**src/rtl/spi_slave_if_if.sv**
```systemverilog
// Bundle of the SPI pins and the RAM-side word/byte handshake of the SPI slave front end.
// The slave modport is the front end's view; the master modport is the SPI master plus RAM side.
interface spi_slave_if_if #(
    parameter int RX_W = 10,
    parameter int TX_W = 8
);
    logic            SS_n;
    logic            MOSI;
    logic            MISO;
    logic [RX_W-1:0] rx_data;
    logic            rx_valid;
    logic [TX_W-1:0] tx_data;
    logic            tx_valid;

    modport slave (
        input  SS_n,
        input  MOSI,
        input  tx_data,
        input  tx_valid,
        output MISO,
        output rx_data,
        output rx_valid
    );

    modport master (
        output SS_n,
        output MOSI,
        output tx_data,
        output tx_valid,
        input  MISO,
        input  rx_data,
        input  rx_valid
    );
endinterface

```
**src/rtl/spi_slave_if.sv**
```systemverilog
// SPI slave serial front end: shifts MOSI frames into RX_W-bit RAM words and
// returns one RAM read byte on MISO, MSB first, during a read-data frame.
module spi_slave_if #(
    parameter int RX_W = 10,
    parameter int TX_W = 8
) (
    input  logic         clk,
    input  logic         rst,
    spi_slave_if_if.slave bus
);
    localparam int CNT_W    = $clog2(RX_W + 1);
    localparam int TX_CNT_W = $clog2(TX_W + 1);

    typedef enum logic [2:0] {
        IDLE,
        CHK_CMD,
        WRITE,
        READ_ADD,
        READ_DATA
    } state_t;

    state_t              state_reg, state_next;
    logic [CNT_W-1:0]    bit_cnt_reg;
    logic [RX_W-1:0]     rx_shift_reg;
    logic [RX_W-1:0]     rx_shift_next;
    logic [RX_W-1:0]     rx_data_reg;
    logic                rx_valid_reg;
    logic                rd_addr_seen_reg;
    logic [TX_W-1:0]     tx_shift_reg;
    logic [TX_CNT_W-1:0] tx_cnt_reg;
    logic                tx_done_reg;
    logic                miso_reg;

    logic in_payload;
    logic shift_en;
    logic last_bit;
    logic tx_load;

    // MSB-first shift: new bit enters at bit 0, older bits move toward the MSB.
    assign rx_shift_next[0] = bus.MOSI;
    generate
        for (genvar gi = 1; gi < RX_W; gi++) begin : g_rx_shift
            assign rx_shift_next[gi] = rx_shift_reg[gi-1];
        end
    endgenerate

    // State register.
    always_ff @(posedge clk or posedge rst) begin
        if (rst) begin
            state_reg <= IDLE;
        end else begin
            state_reg <= state_next;
        end
    end

    // Next-state decode plus the per-edge datapath enables.
    always_comb begin
        state_next = state_reg;
        in_payload = 1'b0;
        case (state_reg)
            IDLE: begin
                if (!bus.SS_n) state_next = CHK_CMD;
            end
            CHK_CMD: begin
                if (bus.SS_n)             state_next = IDLE;
                else if (!bus.MOSI)       state_next = WRITE;
                else if (rd_addr_seen_reg) state_next = READ_DATA;
                else                      state_next = READ_ADD;
            end
            WRITE, READ_ADD, READ_DATA: begin
                if (bus.SS_n) state_next = IDLE;
                else          in_payload = 1'b1;
            end
            default: state_next = IDLE;
        endcase
        // Counter saturates at RX_W, so bits past the word are ignored.
        shift_en = in_payload && (bit_cnt_reg != CNT_W'(RX_W));
        last_bit = shift_en && (bit_cnt_reg == CNT_W'(RX_W - 1));
        // Read byte is accepted only once, and only after the word has completed.
        tx_load  = in_payload && (state_reg == READ_DATA) &&
                   (bit_cnt_reg == CNT_W'(RX_W)) && !tx_done_reg && bus.tx_valid;
    end

    // Receive shifter, word strobe, read-address tracking and MISO serialiser.
    always_ff @(posedge clk or posedge rst) begin
        if (rst) begin
            bit_cnt_reg      <= '0;
            rx_shift_reg     <= '0;
            rx_data_reg      <= '0;
            rx_valid_reg     <= 1'b0;
            rd_addr_seen_reg <= 1'b0;
            tx_shift_reg     <= '0;
            tx_cnt_reg       <= '0;
            tx_done_reg      <= 1'b0;
            miso_reg         <= 1'b0;
        end else begin
            rx_valid_reg <= 1'b0;
            if (!in_payload) begin
                // Outside a payload phase (including an abort) nothing is in flight.
                bit_cnt_reg <= '0;
                tx_cnt_reg  <= '0;
                tx_done_reg <= 1'b0;
                miso_reg    <= 1'b0;
            end else begin
                if (shift_en) begin
                    rx_shift_reg <= rx_shift_next;
                    bit_cnt_reg  <= bit_cnt_reg + 1'b1;
                end
                if (last_bit) begin
                    rx_data_reg  <= rx_shift_next;
                    rx_valid_reg <= 1'b1;
                    if (state_reg == READ_ADD)  rd_addr_seen_reg <= 1'b1;
                    if (state_reg == READ_DATA) rd_addr_seen_reg <= 1'b0;
                end
                if (tx_load) begin
                    miso_reg     <= bus.tx_data[TX_W-1];
                    tx_shift_reg <= {bus.tx_data[TX_W-2:0], 1'b0};
                    tx_cnt_reg   <= TX_CNT_W'(TX_W - 1);
                    tx_done_reg  <= 1'b1;
                end else if (tx_cnt_reg != '0) begin
                    miso_reg     <= tx_shift_reg[TX_W-1];
                    tx_shift_reg <= {tx_shift_reg[TX_W-2:0], 1'b0};
                    tx_cnt_reg   <= tx_cnt_reg - 1'b1;
                end else begin
                    miso_reg <= 1'b0;
                end
            end
        end
    end

    assign bus.MISO     = miso_reg;
    assign bus.rx_data  = rx_data_reg;
    assign bus.rx_valid = rx_valid_reg;
endmodule

```
**src/flat_wrapper.sv**
```systemverilog
// flat-port wrapper written by rule: the top's interface ports become plain ports
module spi_slave_if_flat 
#(
    parameter int RX_W = 10,
    parameter int TX_W = 8
)
  (clk, rst, bus_SS_n, bus_MOSI, bus_tx_data, bus_tx_valid, bus_MISO, bus_rx_data, bus_rx_valid);
  spi_slave_if_if #(.RX_W(RX_W), .TX_W(TX_W)) bus_i ();
  input  logic clk;
  input  logic rst;
  input wire logic [$bits(bus_i.SS_n)-1:0] bus_SS_n;
  input wire logic [$bits(bus_i.MOSI)-1:0] bus_MOSI;
  input wire logic [$bits(bus_i.tx_data)-1:0] bus_tx_data;
  input wire logic [$bits(bus_i.tx_valid)-1:0] bus_tx_valid;
  output wire logic [$bits(bus_i.MISO)-1:0] bus_MISO;
  output wire logic [$bits(bus_i.rx_data)-1:0] bus_rx_data;
  output wire logic [$bits(bus_i.rx_valid)-1:0] bus_rx_valid;
  assign bus_i.SS_n = bus_SS_n;
  assign bus_i.MOSI = bus_MOSI;
  assign bus_i.tx_data = bus_tx_data;
  assign bus_i.tx_valid = bus_tx_valid;
  assign bus_MISO = bus_i.MISO;
  assign bus_rx_data = bus_i.rx_data;
  assign bus_rx_valid = bus_i.rx_valid;
  spi_slave_if #(.RX_W(RX_W), .TX_W(TX_W)) u_core (.clk(clk), .rst(rst), .bus(bus_i));
endmodule
```
**config.mk**
```make
export PLATFORM = sky130hd
export DESIGN_NAME = spi_slave_if_flat
export DESIGN_NICKNAME = d
export VERILOG_FILES = /design/src/rtl/spi_slave_if_if.sv /design/src/rtl/spi_slave_if.sv /design/src/flat_wrapper.sv
export SDC_FILE = /design/constraint.sdc
export NUM_CORES = 1
export LEC_CHECK = 0
export ABC_AREA = 1
export BUFFER_PORTS_ARGS = -buffer_cell sky130_fd_sc_hd__buf_2
export CAP_MARGIN = 20
export CORE_ASPECT_RATIO = 0.9
export CORE_MARGIN = 5
export CORE_UTILIZATION = 40
export DETAILED_ROUTE_END_ITERATION = 16
export GPL_ROUTABILITY_DRIVEN = 1
export PLACE_DENSITY = 0.65
export SYNTH_ARGS = -nofsm -noshare
export SYNTH_HDL_FRONTEND = slang
export SYNTH_SLANG_ARGS = --single-unit
```
**constraint.sdc**
```tcl
create_clock -name clk -period 4.3 [get_ports clk]
set_input_delay 0.43 -clock clk [delete_from_list [all_inputs] [get_ports clk]]
set_output_delay 0.43 -clock clk [all_outputs]
set_load 0.005 [all_outputs]
```
==> run metrics, run 1 <==
outcome finished, final reports clean; crit-path cells inv_1 > ha_1 > nand3_4 > nor2_8 > nand2_4 > nand2_2 > nand2_2 > nand2_1 > nand2_1; Layout Nets around 260; register-to-register setup slack roughly 2.6 ns; Starting DRT DRC Count 88; Yosys reg bits 41; startpoint types flip-flop; GRT overflow 0; Worst path top cell family by delay simple AND/OR/NAND/NOR gates; postcts setup bufs 0; Clock Latency Late Sink between 0.2 and 0.3 ns; IO Port Bufs 24; post-cts resize count 0; R2R depth 9; Tot GR Track Use roughly an eighth; die area roughly 6400 um2; largest net degree at the start of global routing 42; Routed Antenna Nets 0; CTS tree built; critical path endpoint category flip-flop; P_leak ~0.0012 uW; starting density of the core 40.8%; synthesized cell area a little under 2000 um2; worst path required time between 4 and 5 ns; crit path DAT ~1.9 ns; I/O pin cnt 25; critical path type reg -> reg; ANT cells 0; reg2reg start u_core.bit_cnt_reg[0]; vias per cell roughly 4.6; Worst path max stage delay approximately 0.44 ns; period utilization between 40% and 50%; fin cells between 300 and 400; Hold Vio Cnt, Final 0; drc violations 0; PwrDens between 300 and 400 nW/um2; MaxCap Viol Count 0; first drt pass iteration count 5; clk buf depth 2; Area contributors post-synth dfrtp_1 (52%), nand2_1 (12%), inv_1 (3.6%); Max VDD drop approximately 0.00018 V; Slew headroom 66.5%; Yosys top cell area share between 50% and 60%; final number of setup-violating endpoints 0; synth warn 0; crit path buf inv count 1; worst min-delay path class in -> async; # placed instances approximately 300; vias in the first global route roughly 1400; Synth cell types 30; Avg Inst Size Synth ~9 um2; detailed placement HPWL 2.54 mm; layout cells sized above 1 23.7%; routability cong. around 0.72; Core Region between 4000 and 5000 um2; Pins Over Slew Limit 0; row count 24; Worst Max-Slew Pin Slew between 0.5 and 0.6 ns; sequential-to-total area share from yosys stat a little over half; DIE HEIGHT 76.4 um; max FFs per register 10; most frequent cells in the layout nand2_1 (65), dfrtp_1 (41), buf_2 (24), inv_1 (19), nand3_1 (14); clk root buf clkbuf_8; setup TNS 0 ns; fmax 0.578 GHz; Worst-path clk slew 0.08 ns; antenna violations before repair 0; RSZ-0062 raised after global routing false; Max FO, Critical Path 15; crit path time final between 1.5 and 2 ns; slowest cell on the critical path dfrtp_1; Layout Skew approximately 0.0063 ns; Reg2Reg Capture Point u_core.tx_shift_reg[4]; H-tree Lvls 2; first-pass GRT wire length around 6.5 mm; CTS buffer count 5; die width around 84 um; routed wire length 3.50 mm; CTS Hold Bufs 0; CTS sink cnt 41; routed length per instance between 10 and 15 um; largest area contributor in the netlist dfrtp_1; vias around 1400; Mapped Cells between 200 and 250; syn nets 231; Synth-to-Final Area Change 12.7%; most common cell after layout, fill and taps aside nand2_1
## where the power goes
| group | internal [uW] | total, uW | switching, uW | leakage (uW) |
|---|---|---|---|---|
| Combinational | 31.0 | 91.0 | 60.0 | 0.000561 |
| Sequential | 424 | 450 | 25.1 | 0.000565 |
| Clock | 112 | 241 | 129 | 0.0000450 |
| Total | 568 | 782 | 214 | 0.00117 |
## kinds of logic after synthesis
| logic type | count (synthesis) | synth area share [%] |
|---|---|---|
| DFF | 41 | 52.4 |
| xor gates and xnor gates | 3 | 1.34 |
| adders and majority gates | 5 | 3.19 |
| buffers and inverters | 28 | 6.58 |
| and+or+nand+nor | 106 | 27.7 |
| AOI/OAI and AO/OA | 30 | 8.82 |
## synthesized netlist by cell type (all sizes together)
| master | count |
|---|---|
| xor2 | 1 |
| o21ai | 25 |
| a31oi | 1 |
| a21oi | 3 |
| and3 | 1 |
| nand4 | 2 |
| nand3 | 18 |
| ha | 5 |
| inv | 23 |
| nand3b | 1 |
| nor2 | 9 |
| xnor2 | 2 |
| buf | 5 |
| dfrtp | 41 |
| nand2 | 75 |
| o31ai | 1 |
## tightest hold or removal path: cells and delay by family
family | cells | cell delay (ns)
buf+inv | 3 | 0.55
## worst max path at each step
stage,startpoint,to,slack [ns],depth (start not counted)
floorplan,u_core.bit_cnt_reg[0],u_core.tx_shift_reg[2],2.84,10
global placement,u_core.bit_cnt_reg[0],u_core.tx_shift_reg[2],2.64,9
detailed placement,u_core.bit_cnt_reg[0],u_core.tx_shift_reg[4],2.57,9
CTS,u_core.bit_cnt_reg[0],u_core.tx_shift_reg[4],2.55,9
global route,u_core.bit_cnt_reg[0],u_core.tx_shift_reg[2],2.41,9
finish,u_core.bit_cnt_reg[0],u_core.tx_shift_reg[4],2.57,9
## area by class of cell
class	count	area, um2
Clock inverter	2	10.0
Fill cell	489	2600
Timing Repair Buffer	25	128
Clock buffer	6	72.6
Inverter	23	86.3
Multi-Input combinational cell	144	803
Sequential cell	41	1030
Tap cell	65	81.3
## through the flow
step	instance area [um2]	util, %	hold WS (ns)	worst slack [ns]	power, uW
detailed placement	2120	44.2	0.464	2.57	550
CTS	2210	45.9	0.276	2.55	791
global placement	2120	44.2	0.460	2.64	546
global route	2210	45.9	0.324	2.41	829
floorplan	1960	-	0.442	2.84	521
finish	2210	45.9	0.245	2.57	782
## layer usage
metal | vias up | GRT usage, % | routed length, um
met3 | 6 | 2.27 | 103
met4 | 0 | 6.27 | 72
li1 | 733 | - | -
met1 | 646 | 17.2 | 1700
met5 | - | 0 | 0
met2 | 26 | 18.4 | 1630
Note: power is estimated with default switching activity, not from simulation.
==> inputs of run 2 (changes only) <==
- ABC_AREA: 1 -> 0
- clock period: 4.3 -> 1.64 ns (I/O delays scaled with it)
==> run 2 against run 1 <==
Net effect:
- the run now ends with hold timing, setup timing left
- clock skew up 0.0080 ns
- cell count down 14%
- clock power rose to 2.7 times the previous value
- critical path depth down 5
- synthesized cell count down 31%
==> run metrics, run 2 <==
outcome complete, but fails checks; RSZ-0062 raised after global routing true; Area contributors post-synth dfrtp_1 (54%), mux2_4 (7.2%), mux2_2 (6.0%); Avg Inst Size Synth about 13 um2; Worst Max-Slew Pin Slew ~0.51 ns; most common cell after layout, fill and taps aside dfrtp_1; first-pass GRT wire length 6.66 mm; critical path endpoint category flip-flop; P_leak around 0.0012 uW; largest area contributor in the netlist dfrtp_1; startpoint types flip-flop; Main synth FF type dfrtp_1; Tot Pwr roughly 2200 uW; CTS Hold Bufs 0; Pins Over Slew Limit 0; Synth cell types 39; routability cong. around 0.76; FFs w/ async S/R, synth 100%; antenna violations before repair 0; Worst-path clk slew around 0.090 ns; detailed placement HPWL approximately 2.8 mm; CTS sink cnt 41; die area 6180 um2; CTS buffer count 5; Yosys top cell area share between 50% and 60%; Yosys reg bits 41; routed wire length around 4.1 mm; ANT cells 0; crit path time final about 1.8 ns; Layout Nets about 220; Core Region roughly 4500 um2; hold_ws -0.0162 ns; most frequent cells in the layout dfrtp_1 (41), buf_2 (24), buf_4 (24), mux2_4 (19), inv_1 (8); dpl ws -0.222 ns; worst path required time 1.82 ns; Post-synth top cells dfrtp_1 (41), mux2_2 (10), mux2_4 (9), a21oi_1 (8), inv_1 (8); sequential-to-total area share from yosys stat 54.5%; Hold Vio Cnt, Final 13; worst min-delay path class in -> async; clk buf depth 2; Max VDD drop 0.000431 V; slack of the critical path -0.129 ns; critical path type reg -> reg; first drt pass iteration count 4; violated checks hold timing, setup timing; Mapped Cells 146; Clock Latency Late Sink about 0.30 ns; vias ~1300; final number of setup-violating endpoints 28; crit path DAT just under 2 ns; Routed Antenna Nets 0; Util after Layout roughly 56%; routed length per instance roughly 16 um; fin cells roughly 260; syn nets ~160; layout cells sized above 1 approximately 54%; Max FO, Critical Path 8; period utilization 108%; largest net degree at the start of global routing 42; count leader, synth dfrtp_1; vias in the first global route 1407; max FFs per register 10; number of flops mapped to enable cells by yosys 0; Synth-to-Final Area Change 34.8%; IO Port Bufs 24; vias per cell approximately 5; MaxCap Viol Count 0; drc violations 0; starting density of the core between 40% and 50%; Starting DRT DRC Count 74; Tot GR Track Use between 10 and 15%; Layout Skew between 0.01 and 0.015 ns; H-tree Lvls 2; fmax approximately 0.57 GHz; Slew headroom between 60% and 70%; PwrDens roughly 850 nW/um2; synth warn 0; GRT overflow 0; DIE HEIGHT 75.1 um; CTS tree built; row count 23; synthesized cell area 1880 um2; I/O pin cnt 25; clk root buf clkbuf_8; die width 82.3 um; # placed instances 245
==> run 2: cell count changes after synthesis, sizes merged, moves of 3 or more <==
cell	before	now
o22ai	0	6
mux2	0	19
a21oi	3	9
nand2	75	7
a2bb2oi	0	6
nor2	9	5
o21ai	25	3
or3b	0	3
nand3	18	2
nor3	0	6
inv	23	8
==> run 2: path summary, 6_finish.rpt <==
kind	startpoint	to	slack [ns]	depth (start not counted)
worst max register to register	u_core.tx_done_reg	u_core.tx_shift_reg[7]	-0.13	4
min in group clk	bus_tx_data[0]	u_core.tx_shift_reg[1]	0.08	3
worst min-delay path	rst	u_core.bus.rx_data[4]	-0.02	3
worst max-delay path	u_core.tx_done_reg	u_core.tx_shift_reg[7]	-0.13	4
worst min register to register	u_core.tx_done_reg	u_core.tx_done_reg	0.49	2
max in group asynchronous	rst	u_core.bit_cnt_reg[2]	1.29	3
==> run 2: repair_timing <==
action | CTS | global route
setup buffers | 3 | 6
setup endpoints to repair | 32 | 35
hold endpoints to repair | 0 | 0
pin swaps | 1 | 6
gates resized for setup | 19 | 24
gates cloned | 2 | 0
==> run 2: metal layers <==
layer	vias up	routed length (um)	track usage [%]
li1	625	-	-
met3	6	92	3.47
met2	19	2180	24.4
met1	655	1820	17.6
met5	-	0	0
met4	0	52	5.72
==> run 2: area by class of cell <==
type | count | area [um2]
flip-flops and latches | 41 | 1030
multi-input cells | 92 | 962
clock buffers | 5 | 68.8
well taps | 62 | 77.6
inverters | 8 | 30.0
fillers | 379 | 1980
repair buffers | 53 | 357
clock inverters | 3 | 17.5
==> run 2: kinds of logic after synthesis <==
| group | after synthesis | synth area share, % |
|---|---|---|
| buf+inv | 14 | 5.05 |
| compound gates | 31 | 11.9 |
| flops | 41 | 54.5 |
| simple gates | 30 | 9.24 |
| mux | 20 | 13.7 |
| xor+xnor | 5 | 2.33 |
| fa+ha+maj | 5 | 3.32 |
==> run 2: worst max-delay path, cell delays in order (launching register included) <==
cell,delay [ns]
dfrtp_1,0.38
or3b_2,0.52
or3_4,0.48
o22ai_2,0.20
a2bb2oi_2,0.08
==> run 2: where the power goes <==
part           total [uW]  internal, uW  switching [uW]
clock network         647           294             353
logic                 298           191             107
registers            1220          1120            97.1
==> run 2: stage by stage <==
step | setup TNS (ns) | cell area [um2]
6_report | -2.28 | 2540
3_3_place_gp | -3.16 | 2160
3_5_place_dp | -4.64 | 2160
5_1_grt | -4.42 | 2540
4_1_cts | -2.23 | 2370
2_1_floorplan | -4.53 | 1890
